[config.mk]
export PLATFORM = sky130hd
export DESIGN_NAME = instr_fetch
export DESIGN_NICKNAME = d
export VERILOG_FILES = /design/src/rtl/instr_fetch_pkg.sv /design/src/rtl/instr_fetch_pc_reg.sv /design/src/rtl/instr_fetch.sv
export SDC_FILE = /design/constraint.sdc
export NUM_CORES = 1
export LEC_CHECK = 0
export CORE_UTILIZATION = 52
export CTS_CLUSTER_SIZE = 20
export DETAILED_ROUTE_END_ITERATION = 12
export PLACE_DENSITY_LB_ADDON = 0.25
export SLEW_MARGIN = 0
export SYNTH_ARGS = -nofsm -noshare
export SYNTH_HDL_FRONTEND = slang
export SYNTH_SLANG_ARGS = --single-unit
[constraint.sdc]
create_clock -name clk -period 8.5 [get_ports clk]
set_clock_uncertainty 0.05 [all_clocks]
set_input_delay 1.7 -clock clk [delete_from_list [all_inputs] [get_ports clk]]
set_output_delay 1.7 -clock clk [all_outputs]
set_load 0.005 [all_outputs]
[src/rtl/instr_fetch_pkg.sv]
// Shared fetch/decode definitions: opcodes, the idle instruction word and the
// fetch state encoding.
package instr_fetch_pkg;

  localparam int          DATA_W    = 16;
  localparam logic [4:0]  OP_HALT   = 5'b00000;
  localparam logic [4:0]  OP_NOP    = 5'b00001;
  localparam logic [15:0] NOP_INSTR = 16'h0800;
  localparam logic [15:0] RESET_PC  = 16'h0000;

  typedef enum logic [1:0] {
    FETCH   = 2'd0,
    DELIVER = 2'd1,
    HALT    = 2'd2,
    STOPPED = 2'd3
  } fetch_state_t;

  function automatic logic is_halt(input logic [15:0] instr);
    return instr[15:11] == OP_HALT;
  endfunction

endpackage

[src/rtl/instr_fetch_pc_reg.sv]
// Program counter: async reset to RESET_PC, increment by 2, load with priority.
module fetch_pc_reg
  import instr_fetch_pkg::*;
#(
  parameter int DATA_W = 16
) (
  input  logic              clk,
  input  logic              rst_n,
  input  logic              inc,
  input  logic              ld,
  input  logic [DATA_W-1:0] ld_val,
  output logic [DATA_W-1:0] pc
);

  always_ff @(posedge clk or negedge rst_n) begin
    if (!rst_n) begin
      pc <= RESET_PC[DATA_W-1:0];
    end else if (ld) begin
      pc <= ld_val;
    end else if (inc) begin
      pc <= pc + DATA_W'(2);
    end
  end

endmodule

[src/rtl/instr_fetch.sv]
// Instruction fetch stage: one outstanding imem read, valid/ready delivery to
// the decoder, HALT stop and redirect squash.
module instr_fetch
  import instr_fetch_pkg::*;
(
  input  logic        clk,
  input  logic        rst_n,
  output logic        imem_req,
  output logic [15:0] imem_addr,
  input  logic        imem_done,
  input  logic [15:0] imem_rdata,
  output logic        id_valid,
  input  logic        id_ready,
  output logic [15:0] id_instr,
  output logic [15:0] id_pc_plus2,
  input  logic        redirect,
  input  logic [15:0] redirect_pc,
  output logic        halted
);

  fetch_state_t state_q, state_d;
  logic         flush_q, flush_d;
  logic         run_q;
  logic [15:0]  pc;
  logic [15:0]  pc_plus2;
  logic [15:0]  target;
  logic [15:0]  hold_addr_q;
  logic         pc_inc, pc_ld, hold_ld;
  logic         capture, clear_out, set_halted;
  logic         outstanding;
  logic         vld_p1;
  logic [15:0]  id_instr_p1;
  logic [15:0]  id_pc_plus2_p1;
  logic         halted_q;

  fetch_pc_reg #(.DATA_W(DATA_W)) u_pc (
    .clk    (clk),
    .rst_n  (rst_n),
    .inc    (pc_inc),
    .ld     (pc_ld),
    .ld_val (target),
    .pc     (pc)
  );

  assign pc_plus2    = pc + 16'd2;
  assign target      = redirect_pc & 16'hFFFE;
  // run_q keeps imem_req low through reset without sampling rst_n combinationally
  assign imem_req    = run_q && (state_q == FETCH);
  assign imem_addr   = flush_q ? hold_addr_q : pc;
  assign outstanding = imem_req && !imem_done;

  always_comb begin
    state_d    = state_q;
    flush_d    = flush_q;
    pc_inc     = 1'b0;
    pc_ld      = 1'b0;
    hold_ld    = 1'b0;
    capture    = 1'b0;
    clear_out  = 1'b0;
    set_halted = 1'b0;
    case (state_q)
      FETCH: begin
        if (redirect) begin
          pc_ld   = 1'b1;
          flush_d = outstanding;
          // keep presenting the address the memory is still working on
          hold_ld = outstanding && !flush_q;
        end else if (imem_req && imem_done) begin
          if (flush_q) begin
            flush_d = 1'b0;
          end else begin
            capture = 1'b1;
            pc_inc  = 1'b1;
            state_d = is_halt(imem_rdata) ? HALT : DELIVER;
          end
        end
      end
      DELIVER, HALT: begin
        if (redirect) begin
          pc_ld     = 1'b1;
          clear_out = 1'b1;
          state_d   = FETCH;
        end else if (id_ready) begin
          clear_out = 1'b1;
          if (state_q == HALT) begin
            set_halted = 1'b1;
            state_d    = STOPPED;
          end else begin
            state_d = FETCH;
          end
        end
      end
      default: ;
    endcase
  end

  always_ff @(posedge clk or negedge rst_n) begin
    if (!rst_n) begin
      state_q  <= FETCH;
      flush_q  <= 1'b0;
      run_q    <= 1'b0;
      halted_q <= 1'b0;
    end else begin
      state_q  <= state_d;
      flush_q  <= flush_d;
      run_q    <= 1'b1;
      halted_q <= halted_q | set_halted;
    end
  end

  always_ff @(posedge clk) begin
    if (hold_ld) hold_addr_q <= pc;
  end

  // stage p1: instruction presented to the decoder
  always_ff @(posedge clk or negedge rst_n) begin
    if (!rst_n) begin
      vld_p1         <= 1'b0;
      id_instr_p1    <= NOP_INSTR;
      id_pc_plus2_p1 <= 16'h0000;
    end else if (capture) begin
      vld_p1         <= 1'b1;
      id_instr_p1    <= imem_rdata;
      id_pc_plus2_p1 <= pc_plus2;
    end else if (clear_out) begin
      vld_p1         <= 1'b0;
      id_instr_p1    <= NOP_INSTR;
    end
  end

  assign id_valid    = vld_p1;
  assign id_instr    = id_instr_p1;
  assign id_pc_plus2 = id_pc_plus2_p1;
  assign halted      = halted_q;

endmodule

; Word level (Yosys, flattened, before mapping)
; Cells that the tools add are included.
[word_totals]
out_inout_bits = 51
reg_bits = 70
[classes]
bitwise = 1
reduce_logical = 16
n_mux = 32
n_eq_ne = 6
addsub = 1
[op_table]
columns = operator, count
row1 = $mux W16, 5
row2 = $mux W1, 19
row3 = $add A16 B2 Y16 const B, 1
row4 = $mux W2, 7
row5 = $reduce_bool A2 Y1, 4
row6 = $logic_not A5 Y1, 1
row7 = $reduce_and A5 Y1, 1
row8 = $logic_and A1 B1 Y1, 4
row9 = $ne A2 B2 Y1 const B, 2
row10 = $pmux W2 S2, 1
row11 = $ne A3 B3 Y1 const B, 1
row12 = $reduce_or A3 Y1, 1
row13 = $eq A2 B1 Y1 const B, 1
row14 = $eq A2 B2 Y1 const B, 1
row15 = $logic_not A1 Y1, 2
row16 = $logic_not A2 Y1, 1
row17 = $ne A2 B1 Y1 const B, 1
row18 = $reduce_and A2 Y1, 1
row19 = $reduce_or A2 Y1, 1
row20 = $or A1 B1 Y1, 1

; Depth between registers and ports, before layout
[logic_depth]
word_depth = 8
ltp_mapped = 8
ltp_nobuf = 6

; Hierarchy
; Synthesis repeated with hierarchy kept, for this count alone.
[unflattened]
cells_unflattened = 335
area_unflattened_um2 = 3460.8
[modules_own_cells]
columns = module, seq_area_each_um2, area_per_inst_um2, cells_per_inst, n_inst
row1 = instr_fetch, 1432.6, 2461.1, 230, 1
row2 = fetch_pc_reg, 400.4, 999.7, 105, 1

; Least setup slack after synthesis
; OpenSTA, ideal clock, no wires.
[synth_timing]
path_type = in2reg
start = input redirect
end = register hold_addr_q[10], enable pin
stages = 3
arrival_ps = 3595
setup_ps = 431
n_path_buf = 1
path_slack_ps = 4424
path_cell_list = buf_4 inv_1 nor4b_1
[synth_via]
elab_chain_cells = 2
[synth_rtl]
columns = item, line_no
row1 = from (decl), instr_fetch.sv:16  ; input logic redirect,
row2 = $mux W1, instr_fetch.sv:63  ; if (redirect) begin
row3 = $mux W1, instr_fetch.sv:61  ; case (state_q)
row4 = named net hold_ld, instr_fetch.sv:28  ; logic pc_inc, pc_ld, hold_ld;
row5 = to (signal assigned), instr_fetch.sv:112  ; if (hold_ld) hold_addr_q <= pc;
row6 = to (decl), instr_fetch.sv:27  ; logic [15:0] hold_addr_q;
; The timed path passes the listed nets, and every way through them passes these cells.
; A chain may end at the register's enable or synchronous reset.

; Worst setup path after layout
[layout_timing]
start = register flush_q
end = output imem_addr[2]
[layout_via]
elab_chain_cells = 1
[layout_rtl]
columns = item, line_no
row1 = from (decl), instr_fetch.sv:22  ; logic flush_q, flush_d;
row2 = from (signal assigned), instr_fetch.sv:105  ; flush_q <= flush_d;
row3 = $mux W16, instr_fetch.sv:49  ; assign imem_addr = flush_q ? hold_addr_q : pc;
row4 = to (decl), instr_fetch.sv:9  ; output logic [15:0] imem_addr,
; No other way between the ends.

==> impl_metrics.csv <==
group,metric,value,unit
outcome,status,"completed",
pwr,p_leak,1.824,nW
final_layout,fill_cells,455,
place,portBuffers,84,
timing,period_share,46.19,%
detailed_routing,ant_nets,0,
timing,worst_pin_slew,1.073,ns
detailed_routing,drc,0,
final_layout,drive_above_1_share,11.14,%
floorplan,die_height,80.04,um
logic_synthesis,ys_warn_count,0,
floorplan,core,5886,sq um
detailed_routing,wl,7167,um
clock_network,cts_root_buf,"clkbuf_8",
logic_synthesis,async_reset_ff_share,77.61,%
logic_synthesis,synth-edff-count,15,
run,drv_cap,0,
pwr,power.share.clock,26.3,%
timing,finalMaxSlewViolations,0,
floorplan,die_x,80.04,um
timing,rsz0062_at_grt,"no",
clock_network,max-clock-path-buffers,2,
place,gp_congestion,0.7716,
floorplan,rows,28,
timing,max_slew_margin,28.30,%
timing,finalWorstSetupSlack,4.574,ns
final_layout,seq_area,1753,sq um
place,dpl.hpwl,4698,um
pwr,power.switching,344.1,uW
worst_setup_path,cp-start-kind,"flop",
worst_setup_path,arrival,2.18,ns
final_layout,area_delta_synth_final,34.22,%
timing,finalHoldViolCount,0,
grt,grtUsageTotal,24.14,%
logic_synthesis,syn_avg_cell_area,10.49,sq um
timing,fin_crit,3.926,ns
hold_path,hold_class,"reg -> reg",
timing,finalSetupViolCount,0,
timing,max_freq,254.7,MHz
final_layout,multi_input_area,1277,sq um
final_layout,diodes,0,
logic_synthesis,syn_area,3167,sq um
clock_network,numCtsBuffers,9,
pwr,power_frac_seq,41.1,%
pwr,comb_power_share,32.5,%
clock_network,cts_tree,"yes",
clock_network,clk_latency,0.34,ns
detailed_routing,vias,2547,
detailed_routing,via_per_inst,5.525,
detailed_routing,post_drt_wl_per_cell,15.55,um
clock_network,ctsHoldBuffers,0,
logic_synthesis,synth.distinct_cells,48,
grt,antenna_found_initial,0,
pwr,pwr_density_cell,274.6,nW/um^2
logic_synthesis,synth_cells,302,
grt,grt_max_degree,58,
pwr,switching_share,29.48,%
place,dp_slack,4.361,ns
floorplan,ios,88,
logic_synthesis,synth_seq_cells,67,
timing,tns,0,ns
worst_setup_path,cp_max_fo,23,
floorplan,start_util,53.81,%
worst_setup_path,crit_path_end_kind,"output pin",
logic_synthesis,synth-seq-area-share,55.35,%
clock_network,cts_htree_levels,3,
detailed_routing,drt_iter0_markers,141,
worst_setup_path,crit_required,6.75,ns
pwr,irDropWorstVdd,174.3,uV
worst_setup_path,crit_type,"reg -> out",
floorplan,dieArea,6406,sq um
worst_setup_path,ff2ff_setup_slack,5.95,ns
clock_network,cts_resized,0,
grt,gr-total-overflow,0,
pwr,intPower,823.0,uW
grt,grt_pass1_vias,2373,
detailed_routing,firstDrtPassIters,5,
final_layout,fin_nets,422,
grt,grt_pass1_wl,11510,um
final_layout,utilization,72.22,%
clock_network,path_clk_slew,0.07,ns
logic_synthesis,synth_flop_cell,"dfrtp_1",
clock_network,post-cts-setup-buffers,0,
clock_network,cts.sinks,67,
[power by group through the flow]
stage | logic, mW | registers, mW | clock network [mW]
6_report | 0.380 | 0.480 | 0.307
5_1_grt | 0.416 | 0.493 | 0.325
4_1_cts | 0.385 | 0.481 | 0.310
3_5_place_dp | 0.379 | 0.486 | 0
3_3_place_gp | 0.369 | 0.482 | 0
2_1_floorplan | 0.189 | 0.458 | 0
[kinds of logic after synthesis]
family | after synthesis | synth area share [%]
XOR/XNOR | 10 | 2.766
multiplexers | 14 | 4.939
flip-flops | 67 | 55.35
other | 2 | 0.2371
AND/OR/NAND/NOR | 118 | 18.45
adder cells (fa/ha/maj) | 4 | 1.580
AO/OA/AOI/OAI | 57 | 11.97
buffers and inverters | 30 | 4.702
[worst paths after layout]
kind	from	to	cells past startpoint
min in group asynchronous	rst_n	id_pc_plus2[10]$_DFFE_PN0P_	2
max in group asynchronous	rst_n	u_pc.pc[2]$_DFFE_PN0P_	2
setup / recovery	flush_q$_DFFE_PN0P_	imem_addr[2]	2
hold / removal	id_pc_plus2[1]$_DFFE_PN0P_	id_pc_plus2[1]$_DFFE_PN0P_	1
setup reg to reg	flush_q$_DFFE_PN0P_	u_pc.pc[7]$_DFFE_PN0P_	4
hold reg to reg	id_pc_plus2[1]$_DFFE_PN0P_	id_pc_plus2[1]$_DFFE_PN0P_	1
[placed cells by master, fill, tap and decap left out, types with 2 or more instances in the layout]
| cell type | synthesis | final |
|---|---|---|
| nand4_1 | 3 | 3 |
| clkinv_1 | 0 | 3 |
| nor3_2 | 2 | 2 |
| conb_1 | 2 | 3 |
| nor2_1 | 11 | 11 |
| buf_4 | 5 | 3 |
| dfrtp_1 | 51 | 51 |
| xor2_1 | 2 | 2 |
| nor4_1 | 2 | 2 |
| a22oi_1 | 7 | 7 |
| inv_1 | 10 | 10 |
| nand2_1 | 61 | 60 |
| a21oi_1 | 6 | 6 |
| o21ai_0 | 20 | 20 |
| a221o_1 | 7 | 7 |
| bufinv_16 | 0 | 3 |
| clkbuf_8 | 0 | 9 |
| a21o_1 | 4 | 4 |
| mux2_2 | 13 | 13 |
| o21bai_1 | 3 | 3 |
| nor3_1 | 5 | 5 |
| edfxtp_1 | 15 | 15 |
| xnor2_1 | 8 | 8 |
| clkdlybuf4s50_1 | 0 | 83 |
| o21ai_1 | 5 | 5 |
| ha_1 | 4 | 4 |
| nand3_1 | 20 | 20 |
[state kept, by name, indices dropped and copies added (netlist names)]
name         cells
state_q          2
flush_q          1
u_pc.pc         15
id_pc_plus2     15
halted           1
run_q            1
hold_addr_q     15
id_valid         1
id_instr        16
[through the flow]
step / hold WS [ns] / power, mW / instance area (sq um) / cells
global route: 0.4577 / 1.234 / 4250 / 461
floorplan: 0.3740 / 0.6473 / 3171 / 303
finish: 0.4245 / 1.167 / 4250 / 461
detailed placement: 0.4065 / 0.8646 / 4020 / 445
global placement: 0.4098 / 0.8506 / 4020 / 445
CTS: 0.4278 / 1.176 / 4250 / 461
[layout make-up]
type | instances | share of cell area [%]
Tap cell | 75 | 2.208
Multi-Input combinational cell | 206 | 30.06
Timing Repair Buffer | 87 | 20.19
Sequential cell | 67 | 41.24
Inverter | 10 | 0.8831
Clock buffer | 9 | 2.914
Clock inverter | 7 | 2.502
[cell usage after synthesis, types with 2 or more instances]
library cell | n | share of area, %
a21oi_1 | 6 | 0.95
inv_1 | 10 | 1.2
buf_4 | 5 | 1.2
nor4_1 | 2 | 0.40
clkbuf_1 | 6 | 0.71
buf_2 | 7 | 1.1
nor2_1 | 11 | 1.3
o21ai_0 | 20 | 3.2
dfrtp_1 | 51 | 40
xor2_1 | 2 | 0.55
o21ai_1 | 5 | 0.79
edfxtp_1 | 15 | 14
o21bai_1 | 3 | 0.71
a22oi_1 | 7 | 1.7
conb_1 | 2 | 0.24
xnor2_1 | 8 | 2.2
nor3_1 | 5 | 0.79
nand4_1 | 3 | 0.59
a21o_1 | 4 | 0.95
a221o_1 | 7 | 2.2
ha_1 | 4 | 1.6
mux2_2 | 13 | 4.6
nand2_1 | 61 | 7.2
nor3_2 | 2 | 0.63
nand3_1 | 20 | 3.2
[worst max-delay path, cell delays in order, from the launching register on]
cell and delay [ns]:
dfrtp_1 0.95, mux2_2 0.42, clkdlybuf4s50_1 0.46
[routing by layer]
metal | global-route usage [%] | vias up | wire, um
met4 | 10.18 | 0 | 118
met2 | 38.63 | 92 | 3572
met1 | 31.66 | 1231 | 3014
li1 | - | 1211 | -
met5 | 0 | - | 0
met3 | 5.257 | 13 | 462
(Power assumes the default switching activity.)
